`config.mk`:
```
export PLATFORM = sky130hd
export DESIGN_NAME = sevseg_mux_scan
export DESIGN_NICKNAME = d
export VERILOG_FILES = /design/src/rtl/sevseg_mux_scan.sv
export SDC_FILE = /design/constraint.sdc
export NUM_CORES = 1
export LEC_CHECK = 0
export CORE_AREA = 2 2 80 82
export CTS_BUF_LIST = sky130_fd_sc_hd__clkbuf_4
export CTS_CLUSTER_SIZE = 24
export DETAILED_ROUTE_END_ITERATION = 6
export DIE_AREA = 0 0 82 84
export PLACE_DENSITY_LB_ADDON = 0.2
export SYNTH_ARGS = -nofsm -noshare
export SYNTH_HDL_FRONTEND = slang
export SYNTH_SLANG_ARGS = --single-unit
```
`constraint.sdc`:
```
create_clock -name clk -period 6.7 [get_ports clk]
set_input_delay 1.34 -clock clk [delete_from_list [all_inputs] [get_ports clk]]
set_output_delay 1.34 -clock clk [all_outputs]
set_load 0.05 [all_outputs]
```
`src/rtl/sevseg_mux_scan.sv`:
```
// Multiplexed seven-segment scanner: a prescaled digit index, a tear-free
// load buffer that commits on frame boundaries, and per-digit decode lanes.

module sevseg_mux_scan_lane (
  input  logic [3:0] nib_i,
  input  logic       hex_en_i,
  input  logic       blank_i,
  output logic [6:0] seg_o
);
  always_comb begin
    seg_o = 7'b0000000;
    if (!blank_i) begin
      unique case (nib_i)
        4'h0: seg_o = 7'b0111111;
        4'h1: seg_o = 7'b0000110;
        4'h2: seg_o = 7'b1011011;
        4'h3: seg_o = 7'b1001111;
        4'h4: seg_o = 7'b1100110;
        4'h5: seg_o = 7'b1101101;
        4'h6: seg_o = 7'b1111101;
        4'h7: seg_o = 7'b0000111;
        4'h8: seg_o = 7'b1111111;
        4'h9: seg_o = 7'b1101111;
        4'hA: seg_o = hex_en_i ? 7'b1110111 : 7'b0000000;
        4'hB: seg_o = hex_en_i ? 7'b1111100 : 7'b0000000;
        4'hC: seg_o = hex_en_i ? 7'b0111001 : 7'b0000000;
        4'hD: seg_o = hex_en_i ? 7'b1011110 : 7'b0000000;
        4'hE: seg_o = hex_en_i ? 7'b1111001 : 7'b0000000;
        4'hF: seg_o = hex_en_i ? 7'b1110001 : 7'b0000000;
        default: seg_o = 7'b0000000;
      endcase
    end
  end
endmodule

module sevseg_mux_scan #(
  parameter int NUM_DIGITS = 2,
  parameter int DIV_WIDTH  = 16
) (
  input  logic                    clk,
  input  logic                    rst_n,
  input  logic [DIV_WIDTH-1:0]    div_limit,
  input  logic [4*NUM_DIGITS-1:0] value_in,
  input  logic                    load_valid,
  output logic                    load_ready,
  input  logic                    blank_lz,
  input  logic                    hex_en,
  output logic [6:0]              seg,
  output logic [NUM_DIGITS-1:0]   dig_sel,
  output logic                    frame_tick
);
  localparam int IDX_W = (NUM_DIGITS > 1) ? $clog2(NUM_DIGITS) : 1;
  localparam int VW    = 4 * NUM_DIGITS;
  localparam logic [IDX_W-1:0] LAST_IDX = IDX_W'(NUM_DIGITS - 1);

  logic [DIV_WIDTH-1:0]  cnt_q, cnt_d;
  logic [IDX_W-1:0]      idx_q, idx_d;
  logic [VW-1:0]         disp_q, disp_d;
  logic [VW-1:0]         pend_q, pend_d;
  logic                  pend_full_q, pend_full_d;
  logic [6:0]            seg_q, seg_d;
  logic [NUM_DIGITS-1:0] dig_sel_q, dig_sel_d;
  logic                  frame_tick_q;

  logic tick, boundary, xfer;

  // zero_above[k]: every nibble at positions k..NUM_DIGITS-1 is zero
  logic [NUM_DIGITS:0]        zero_above;
  logic [NUM_DIGITS-1:0][6:0] lane_seg;

  assign zero_above[NUM_DIGITS] = 1'b1;

  for (genvar k = 0; k < NUM_DIGITS; k++) begin : g_lane
    logic [3:0] nib;
    logic       blank;
    assign nib           = disp_q[4*k +: 4];
    assign zero_above[k] = (nib == 4'd0) & zero_above[k+1];
    assign blank         = blank_lz & (k != 0) & zero_above[k];
    sevseg_mux_scan_lane u_lane (
      .nib_i    (nib),
      .hex_en_i (hex_en),
      .blank_i  (blank),
      .seg_o    (lane_seg[k])
    );
  end

  assign tick       = (cnt_q >= div_limit);
  assign boundary   = tick & (idx_q == LAST_IDX);
  assign load_ready = ~pend_full_q;
  assign xfer       = load_valid & load_ready;

  always_comb begin
    cnt_d       = tick ? '0 : cnt_q + 1'b1;
    idx_d       = idx_q;
    disp_d      = disp_q;
    pend_d      = pend_q;
    pend_full_d = pend_full_q;
    if (tick) idx_d = (idx_q == LAST_IDX) ? '0 : idx_q + 1'b1;
    // A transfer landing on the boundary bypasses the buffer entirely.
    if (boundary) begin
      if (pend_full_q) begin
        disp_d      = pend_q;
        pend_full_d = 1'b0;
      end else if (xfer) begin
        disp_d = value_in;
      end
    end else if (xfer) begin
      pend_d      = value_in;
      pend_full_d = 1'b1;
    end
    seg_d     = lane_seg[idx_q];
    dig_sel_d = NUM_DIGITS'(1) << idx_q;
  end

  always_ff @(posedge clk or negedge rst_n) begin
    if (!rst_n) begin
      cnt_q        <= '0;
      idx_q        <= '0;
      disp_q       <= '0;
      pend_q       <= '0;
      pend_full_q  <= 1'b0;
      seg_q        <= '0;
      dig_sel_q    <= '0;
      frame_tick_q <= 1'b0;
    end else begin
      cnt_q        <= cnt_d;
      idx_q        <= idx_d;
      disp_q       <= disp_d;
      pend_q       <= pend_d;
      pend_full_q  <= pend_full_d;
      seg_q        <= seg_d;
      dig_sel_q    <= dig_sel_d;
      frame_tick_q <= boundary;
    end
  end

  assign seg        = seg_q;
  assign dig_sel    = dig_sel_q;
  assign frame_tick = frame_tick_q;
endmodule

```
; Word level (Yosys, flattened, before mapping)
; Cells that the tools add are included.
; Widths: inputs -> output; s select.
[op_classes]
addsub = 2
n_lt_le_gt_ge = 2
eq_ne = 30
n_shift = 1
mux = 17
n_bitwise = 5
n_reduce_logical = 6
[op_table]
columns = operator, count
row1 = $pmux 7 s16, 2
row2 = $eq 4x4->1 const B, 16
row3 = $mux 7, 8
row4 = $eq 4x3->1 const B, 8
row5 = $add 16x1->16 const B, 1
row6 = $eq 4x2->1 const B, 4
row7 = $ge 16x16->1, 1
row8 = $mux 16, 1
row9 = $mux 8, 2
row10 = $eq 4x1->1 const B, 2
row11 = $logic_not 4->1, 2
row12 = $mux 6, 1
row13 = $reduce_and 2->1, 2
row14 = $reduce_bool 2->1, 2
row15 = $and 1x1->1, 3
row16 = $mux 1, 3
row17 = $lt 1x2->1 const B, 1
row18 = $not 1->1, 2
row19 = $shl 1x1->2 const A, 1
row20 = $add 1x1->1 const B, 1
[totals]
register_bits = 44
inputBits = 29
word_cells = 71

; Longest topological paths before layout
; Gate-level depths: netlist of the first run.
[depth]
word_depth = 5
depth_mapped = 9
ltp_nobuf = 8

; Hierarchy
; Synthesis of the first run repeated with hierarchy kept, for this count alone.
[unflattened]
hier_cells = 294
area_unflattened_um2 = 2980.4
[modules_own_cells]
columns = module, instances, cells_each, area_per_inst_um2
row1 = sevseg_mux_scan, 1, 208, 2339.7
row2 = sevseg_mux_scan_lane, 2, 43, 320.3

; Least setup slack after synthesis of the first run
; No wires, ideal clock.
[synth_path]
path_type = in2reg
startpoint = input port div_limit[9]
endpoint = register pend_q[0]
setup_ps = 125
t_arrival_ps = 3035
required_time_ps = 6575
path_slack_ps = 3540
stages = 9
path_cell_list = inv_1 ha_1 a21o_1 a221o_1 a21oi_1 o21ai_1 a211o_1 buf_6 mux2_4
[synth_between]
elab_chain_cells = 4
[synth_lines]
columns = element, line_no
row1 = "start, declared", 42  ; input logic [DIV_WIDTH-1:0] div_limit,
row2 = $ge 16x16->1, 87  ; assign tick = (cnt_q >= div_limit);
row3 = $and 1x1->1, 88  ; assign boundary = tick & (idx_q == LAST_IDX);
row4 = $not 1->1 (no line), n/a
row5 = $reduce_and 2->1 (no line), n/a
row6 = "end signal, assigned", 129  ; pend_q <= pend_d;
row7 = "end, declared", 59  ; logic [VW-1:0] pend_q, pend_d;
; No other way between the ends.
; A chain may end at the register's enable or synchronous reset.

; Worst setup path after layout of the first run
[layout_path]
startpoint = input port div_limit[2]
endpoint = register pend_q[5]
; Same word-level chain as after synthesis.

==> results of run 1 <==
==> flip-flops by register name, indices dropped and copies added (netlist names) <==
register	cells
pend_q	8
dig_sel	2
cnt_q	16
frame_tick	1
seg	7
disp_q	8
idx_q	1
pend_full_q	1
==> final cells by class <==
type,count,share of cell area (%)
Tap cell,77,3.07
Clock buffer,5,1.20
Timing Repair Buffer,40,12.5
Clock inverter,3,0.439
Sequential cell,44,35.1
Inverter,28,3.35
Multi-Input combinational cell,203,44.3
==> cell usage after synthesis (3+ instances only) <==
master,number
ha_1,17
clkbuf_1,11
o21ai_0,21
mux2_4,8
a21oi_1,24
a31o_2,3
a31oi_1,3
nor2_1,31
dfrtp_1,44
and3_1,4
xnor2_1,3
mux2i_1,16
inv_1,28
a221oi_1,4
xor2_1,11
nand3_1,8
o22ai_1,7
nand2_1,23
==> how the worst min path moves through the flow <==
stage | from | end | slack [ns] | cells after the start
floorplan | idx_q | dig_sel[1] | 0.37 | 0
global placement | pend_q[7] | pend_q[7] | 0.50 | 1
detailed placement | pend_q[5] | pend_q[5] | 0.49 | 1
CTS | pend_q[5] | pend_q[5] | 0.53 | 1
global route | pend_q[3] | pend_q[3] | 0.55 | 1
finish | pend_q[3] | pend_q[3] | 0.52 | 1
==> stage by stage <==
stage               worst slack (ns)  hold slack, ns  util, %  instance area (um^2)  total power (W)
floorplan                       3.54           0.373        -                  2660         0.000423
global placement                2.71           0.497     50.6                  3080         0.000475
detailed placement              2.66           0.494     50.6                  3080         0.000478
CTS                             3.05           0.527     51.4                  3140         0.000599
global route                    2.92           0.549     51.4                  3140         0.000639
finish                          3.05           0.522     51.4                  3140         0.000592
==> layout by cell type, fill, tap and decap left out, drive strengths merged, types with 2 or more instances in the layout <==
master         instances
nor2b                  2
inv                   28
and3                   4
o22ai                  7
o21ai                 22
and2                   2
o211ai                 3
a31o                   3
clkdlybuf4s50         38
nand2                 23
mux2                   8
a31oi                  3
clkinv                 3
xnor2                  3
nand3                  8
a221oi                 4
nor2                  31
ha                    17
clkbuf                 5
mux2i                 16
a21oi                 24
nand4                  2
dfrtp                 44
buf                    2
and4                   2
xor2                  11
==> critical path, cell delays in order <==
cell	delay [ns]
clkdlybuf4s50_1	0.46
inv_1	0.04
ha_1	0.29
a211oi_1	0.22
o21ai_0	0.12
a41oi_1	0.27
o21ai_1	0.10
buf_4	0.21
a211o_1	0.49
mux2_4	0.36
==> layer usage <==
metal	part of all wire, %	GRT usage, %
met5	0	0
met3	6.1	3.79
met2	43	24.2
met4	1.2	4.55
met1	49	23.7
==> cells by family (layout without fill, tap and decap cells) <==
| group | after synthesis | in the layout |
|---|---|---|
| buffers and inverters | 42 | 76 |
| AO/OA/AOI/OAI | 74 | 74 |
| AND/OR/NAND/NOR | 74 | 74 |
| flip-flops | 44 | 44 |
| adder cells (fa/ha/maj) | 17 | 17 |
| XOR/XNOR | 14 | 14 |
| multiplexers | 24 | 24 |
==> power groups by stage <==
stage / combinational, W / clock [W] / sequential, W
after CTS: 0.000145 / 0.000125 / 0.000329
final: 0.000143 / 0.000120 / 0.000329
after floorplan: 0.0000845 / 0 / 0.000338
after detailed placement: 0.000144 / 0 / 0.000335
after global routing: 0.000164 / 0.000140 / 0.000335
after global placement: 0.000140 / 0 / 0.000334
==> flow_summary.ini, run 1 <==
[finish]
antennaDiodeCount = 0
drive_gt1_share_pct = 6.50
area_delta_synth_final_pct = 18.0
nets = 368
multi_input_area_mm2 = 0.00139
nFillCells = 592
instances_no_fill = 400
seqCellArea_mm2 = 0.00110

[floorplan]
fp.dieW_um = 82
die_h_um = 84
initial_core_util_pct = 43.6
dieArea_mm2 = 0.00689
ios = 40
std_cell_rows = 29
core_area_mm2 = 0.00610

[worst_setup_path]
r2r_end = pend_q[5]
r2r-start = cnt_q[2]
critPathKind = in -> reg
r2r_slack_ns = 4.06
r2r_cells = 8
cp-start-kind = input pin
critPathRequiredTime_ns = 6.95
cp-endpoint = pend_q[5]
critPathMaxFanout = 20
crit_path_start = div_limit[2]
critPathArrivalTime_ns = 3.90
endpoint_kind = flip-flop

[timing]
slew_viol_final = 0
finalHoldViolations = 0
period_minus_slack_ns = 3.65
tightest_slew_ns = 0.930
final-setup-viol-count = 0
finClkSkew_ns = 0.0161
fin_tns_setup_ns = 0
max_slew_margin_pct = 38.0
max_freq_ghz = 0.274
rsz0062_at_grt = false
period_share_pct = 54.5

[synthesis]
muxShareOfSynthArea_pct = 10.6
synth_area_mm2 = 0.00266
synth_compound_area_share_pct = 17.0
synth_edf_count = 0
synthesis.nets = 335
synthAdderAreaFrac_pct = 8.01
yosys_register_bits = 44
async_reset_ff_share_pct = 100
synth_cell_types = 37
postSynth.topFlopCell = dfrtp_1
synthCells = 289
yosys-top-cells-area = dfrtp_1, ha_1, mux2i_1
synth-simple-area-share_pct = 12.2
yosysWarnings = 0
syn_avg_cell_area_um2 = 9.19
yosysTopAreaCellShare_pct = 41.5
synth_top_family_by_area = compound AO/OA/AOI/OAI gates
synth_xor_area_share_pct = 4.62
synth.largest_area_cell = dfrtp_1
yosysSeqAreaShare_pct = 41.5

[clock_tree]
cts_buffers = 5
post-cts-setup-buffers = 0
clk_latency_ns = 0.35
path_clk_slew_ns = 0.13
htreeDepth = 2
cts-root-buf = clkbuf_4
clock-sinks = 44
cts_tree = done
holdBufCountCts = 0
cts_resized = 0
cts_buffer_depth = 2

[global_routing]
grt_pass1_vias = 1963
grt_overflow_total = 0
grt_use_total_pct = 16.3
grt_pass1_wl_um = 8890
antenna_found_initial = 0
grt_max_degree = 45

[drt]
finalWirelength_um = 4950
drtAntennaViolNets = 0
viasPerCell = 5.21
drc = 0
dr.pass1.iters = 4
num_vias = 2083
avgRoutedWirePerCell_um = 12.4
drtIter0Drc = 258

[place]
post-dp-hpwl_um = 3590
dp.cells = 392
port_buffers = 39
gp_congestion = 0.876

[power]
swShare_pct = 32.2
power_frac_comb_pct = 24.1
p_clk_share_pct = 20.3
p_int_w = 0.000401
power_frac_seq_pct = 55.6
ir_worst_vdd_mv = 0.0806
switchingPower_w = 0.000191
p_per_area_mw_per_mm2 = 189
leakage_nw = 1.63

[job]
max_cap_viol_count = 0

[hold_path]
hold_path.class = reg -> reg

[status]
status = completed
Note: power is estimated with default switching activity, not from simulation.
==> run 2, diff against run 1 <==
==> constraint.sdc (replaced) <==
create_clock -name clk -period 3.8 [get_ports clk]
set_input_delay 0.76 -clock clk [delete_from_list [all_inputs] [get_ports clk]]
set_output_delay 0.76 -clock clk [all_outputs]
set_load 0.05 [all_outputs]
==> run 2 against run 1 <==
First-iteration DRC count increased by 9.3%. Total power increased by 76%. Die area unchanged. Combinational power increased by 76%. Sequential share of layout area about the same. Hold slack improved by 0.0037 ns. Sequential power increased by 76%. Non-clock buffer count unchanged. Via count increased by 2.2%. Clock skew increased by 0.0016 ns. Global-route usage decreased by 0.53 points. Critical path type unchanged.
==> flow_summary.ini, run 2 (synthesis gave the netlist of run 1 again) <==
[status]
status = completed

[timing]
finalHoldViolations = 0
finClkSkew_ns = 0.0177
final-setup-viol-count = 0
fin_tns_setup_ns = 0
max_freq_ghz = 0.338
period_share_pct = 77.8
rsz0062_at_grt = false
max_slew_margin_pct = 38.2
period_minus_slack_ns = 2.96
tightest_slew_ns = 0.927
slew_viol_final = 0

[global_routing]
grt_max_degree = 45
grt_use_total_pct = 15.8
grt_overflow_total = 0
grt_pass1_wl_um = 8580
antenna_found_initial = 0
grt_pass1_vias = 1928

[place]
gp_congestion = 0.882
placed_area_mm2 = 0.00308
port_buffers = 39
post-dp-hpwl_um = 3720

[floorplan]
fp.dieW_um = 82
die_h_um = 84
core_area_mm2 = 0.00610
std_cell_rows = 29
dieArea_mm2 = 0.00689
ios = 40
initial_core_util_pct = 43.6

[power]
swShare_pct = 31.5
ir_worst_vdd_mv = 0.143
p_per_area_mw_per_mm2 = 333
power_frac_seq_pct = 55.6
leakage_nw = 1.63
p_clk_share_pct = 20.2
p_int_w = 0.000714
switchingPower_w = 0.000328
power_frac_comb_pct = 24.2

[finish]
final_cell_mix = dfrtp_1, clkdlybuf4s50_1, nor2_1
final_common_cell = dfrtp_1
largest_reg_flops = 16
nets = 368
nFillCells = 603
largest_register = cnt_q
top_regs = cnt_q (16), disp_q (8), pend_q (8)
area_delta_synth_final_pct = 18.0
fin_area_mm2 = 0.00313
drive_gt1_share_pct = 6.52
antennaDiodeCount = 0

[job]
max_cap_viol_count = 0

[drt]
drtIter0Drc = 282
met1_length_um = 2410
dr.pass1.iters = 4
dr_wl_met2_um = 2220
top_layer = met4
avgRoutedWirePerCell_um = 12.5
wl_met3_um = 304
num_vias = 2128
drtAntennaViolNets = 0
finalWirelength_um = 5010
drc = 0
viasPerCell = 5.33

[worst_setup_path]
critPathKind = in -> reg
crit_path_top_delay_cell = a211o_1
endpoint_kind = flip-flop
cpPeakStageDelay_ns = 0.50
critPathArrivalTime_ns = 3.20
critPathRequiredTime_ns = 4.04
critPathMaxFanout = 8
crit_chain = clkdlybuf4s50_1 > inv_1 > ha_1 > a211oi_1 > o21ai_0 > a41oi_1 > o21ai_1 > a211o_1 > mux2_4
cp-start-kind = input pin

[clock_tree]
path_clk_slew_ns = 0.12
clock-sinks = 44
htreeDepth = 2
cts_buffer_depth = 2
cts_resized = 0
cts_buffers = 5
holdBufCountCts = 0
cts-root-buf = clkbuf_4
clk_latency_ns = 0.35
cts_tree = done
post-cts-setup-buffers = 0

[hold_path]
hold_path.class = in -> async
==> run 2: layout make-up <==
class                   instances  area [um^2]  area share [%]
inverters                      28          105            3.35
multi-input cells             203         1390            44.3
repair buffers                 40          393            12.5
well taps                      77         96.3            3.07
clock buffers                   6         45.0            1.44
clock inverters                 1         5.00           0.160
flip-flops and latches         44         1100            35.1
==> run 2: power by group through the flow <==
| stage | Combinational (W) | Clock (W) | Sequential, W |
|---|---|---|---|
| 2_1_floorplan | 0.000149 | 0 | 0.000596 |
| 3_3_place_gp | 0.000247 | 0 | 0.000588 |
| 3_5_place_dp | 0.000253 | 0 | 0.000590 |
| 4_1_cts | 0.000254 | 0.000222 | 0.000580 |
| 5_1_grt | 0.000291 | 0.000242 | 0.000589 |
| 6_report | 0.000252 | 0.000211 | 0.000580 |
==> run 2: metrics by stage <==
step	hold WS [ns]	power [W]	setup slack, ns	std cells	util, %
2_1_floorplan	0.373	0.000745	1.22	289	-
3_3_place_gp	0.497	0.000835	0.508	392	50.6
3_5_place_dp	0.498	0.000842	0.454	392	50.6
4_1_cts	0.531	0.00106	0.846	399	51.4
5_1_grt	0.550	0.00112	0.755	399	51.4
6_report	0.526	0.00104	0.842	399	51.4
==> run 2: metal layers <==
layer | vias up | global-route usage, %
met2 | 69 | 23.4
met3 | 8 | 4.11
met4 | 0 | 4.70
li1 | 1068 | -
met1 | 983 | 22.4
met5 | - | 0
==> run 2: final timing paths <==
path	startpoint	end	slack [ns]	depth (start not counted)
setup / recovery	div_limit[2]	pend_q[6]	0.84	9
hold / removal	rst_n	cnt_q[14]	0.53	1
min in group clk	pend_q[0]	pend_q[0]	0.53	1
max in group asynchronous	rst_n	cnt_q[15]	2.69	1
setup reg to reg	cnt_q[2]	pend_q[6]	1.28	7
hold reg to reg	pend_q[0]	pend_q[0]	0.53	1
==> run 2: worst max-delay path, delay by kind of cell <==
| kind | cells | cell delay [ns] |
|---|---|---|
| adders and majority gates | 1 | 0.29 |
| buffers and inverters | 2 | 0.50 |
| AOI/OAI and AO/OA | 5 | 1.28 |
| muxes | 1 | 0.36 |
==> run 3, diff against run 2 <==
==> constraint.sdc (replaced) <==
create_clock -name clk -period 2.55 [get_ports clk]
set_input_delay 0.51 -clock clk [delete_from_list [all_inputs] [get_ports clk]]
set_output_delay 0.51 -clock clk [all_outputs]
set_load 0.05 [all_outputs]
==> run 3 against run 2 <==
Clock power increased by 48%. Final area up 3.2%. Global-route usage rose by 0.25 points. Final cell count up 1.5%. Largest power group unchanged. Critical path depth stayed put. Sequential power increased by 47%.
==> flow_summary.ini, run 3 (synthesis gave the netlist of run 1 again) <==
[clock_tree]
cts_buffer_depth = 2
post-cts-setup-buffers = 0
holdBufCountCts = 0
clk_latency_ns = 0.35
cts-root-buf = clkbuf_4
clock-sinks = 44
cts_tree = done
cts_buffers = 5
htreeDepth = 2
path_clk_slew_ns = 0.13

[floorplan]
core_area_mm2 = 0.00610
std_cell_rows = 29
fp.dieW_um = 82
dieArea_mm2 = 0.00689
ios = 40
initial_core_util_pct = 43.6
die_h_um = 84

[finish]
top_regs = cnt_q (16), disp_q (8), pend_q (8)
final_common_cell = dfrtp_1
final_cell_mix = dfrtp_1, clkdlybuf4s50_1, nor2_1
nFillCells = 583
area_delta_synth_final_pct = 21.7
seqCellArea_mm2 = 0.00110
nets = 373
multi_input_area_mm2 = 0.00145
antennaDiodeCount = 0
largest_reg_flops = 16
largest_register = cnt_q
fin_util_pct = 53.0
drive_gt1_share_pct = 10.1

[global_routing]
grt_pass1_vias = 1969
grt_max_degree = 45
grt_use_total_pct = 16.0
grt_overflow_total = 0
grt_pass1_wl_um = 8680
antenna_found_initial = 0

[power]
finalPower_w = 0.00160
p_per_area_mw_per_mm2 = 495
leakage_nw = 1.67
ir_worst_vdd_mv = 0.227

[drt]
avgRoutedWirePerCell_um = 12.6
drc = 0
drtAntennaViolNets = 0
finalWirelength_um = 5100
drtIter0Drc = 174
dr.pass1.iters = 4
viasPerCell = 5.28
num_vias = 2140

[place]
post-dp-hpwl_um = 3730
port_buffers = 39
pre_cts_ws_ns = -0.524
gp_congestion = 0.879

[timing]
fin_ws_ns = 0.0733
final-setup-viol-count = 0
max_slew_margin_pct = 64.2
finClkSkew_ns = 0.0154
fin_tns_setup_ns = 0
timing.hold.ws_ns = 0.210
finalHoldViolations = 0
period_minus_slack_ns = 2.48
rsz0062_at_grt = false
slew_viol_final = 0
max_freq_ghz = 0.404
tightest_slew_ns = 0.537
period_share_pct = 97.1

[hold_path]
hold_path.class = in -> async

[worst_setup_path]
critPathKind = in -> reg
critPathMaxFanout = 8
critPathRequiredTime_ns = 2.80
cp-start-kind = input pin
endpoint_kind = flip-flop
critPathArrivalTime_ns = 2.73

[job]
max_cap_viol_count = 0

[status]
status = completed
## run 3: cell count changes in the layout (fill, tap and decap cells not counted), sizes merged
| cell | delta |
|---|---|
| clkinv | +2 |
| clkbuf | -1 |
| buf | +5 |
## run 3: area by class of cell
| class | count | area share [%] |
|---|---|---|
| clock inverter | 3 | 0.426 |
| inverter | 28 | 3.25 |
| clock buffer | 5 | 1.16 |
| multi-input combinational | 203 | 44.8 |
| sequential | 44 | 34.1 |
| timing repair buffer | 45 | 13.3 |
| tap | 77 | 2.98 |
## run 3: routing by layer
metal  wire [um]  global-route usage, %  vias up
met5           0                      0        -
met4          85                   5.76        0
met3         288                   3.46        9
met2        2300                   24.1       59
met1        2420                   22.5      990
li1            -                      -     1082
## run 3: per-stage QoR
stage,instance area (um^2),instances
floorplan,2660,289
global placement,3120,397
detailed placement,3120,397
CTS,3190,405
global route,3230,405
finish,3230,405
## run 3: what timing repair did
| action | CTS | global route |
|---|---|---|
| endpoints found under the setup margin | 8 | 16 |
| gates resized for setup | 4 | 6 |
| cloned | 0 | 0 |
| endpoints found under the hold margin | 0 | 0 |
| pin swaps | 1 | 9 |
## run 3: worst max-delay path: stages
cell	delay, ns
clkdlybuf4s50_1	0.45
inv_1	0.04
ha_1	0.27
and2_4	0.14
a221o_1	0.32
a21oi_2	0.15
o21ai_2	0.10
a211o_4	0.42
mux2_4	0.31
## run 3: final timing paths
check                                    from   endpoint  slack [ns]  cells past startpoint
min in group clk                    pend_q[3]  pend_q[3]        0.52                      1
worst min-delay path                    rst_n  disp_q[2]        0.21                      2
worst max register to register      cnt_q[11]  pend_q[5]        0.23                      7
max in group asynchronous               rst_n  cnt_q[14]        1.98                      2
worst max-delay path            div_limit[10]  pend_q[5]        0.07                      9
worst min register to register      pend_q[3]  pend_q[3]        0.52                      1
## run 3: report_power, final
group          switching [W]  total (W)  internal, W
clock               0.000211   0.000312     0.000101
sequential         0.0000826   0.000854     0.000771
combinational       0.000222   0.000433     0.000211
total               0.000516    0.00160      0.00108
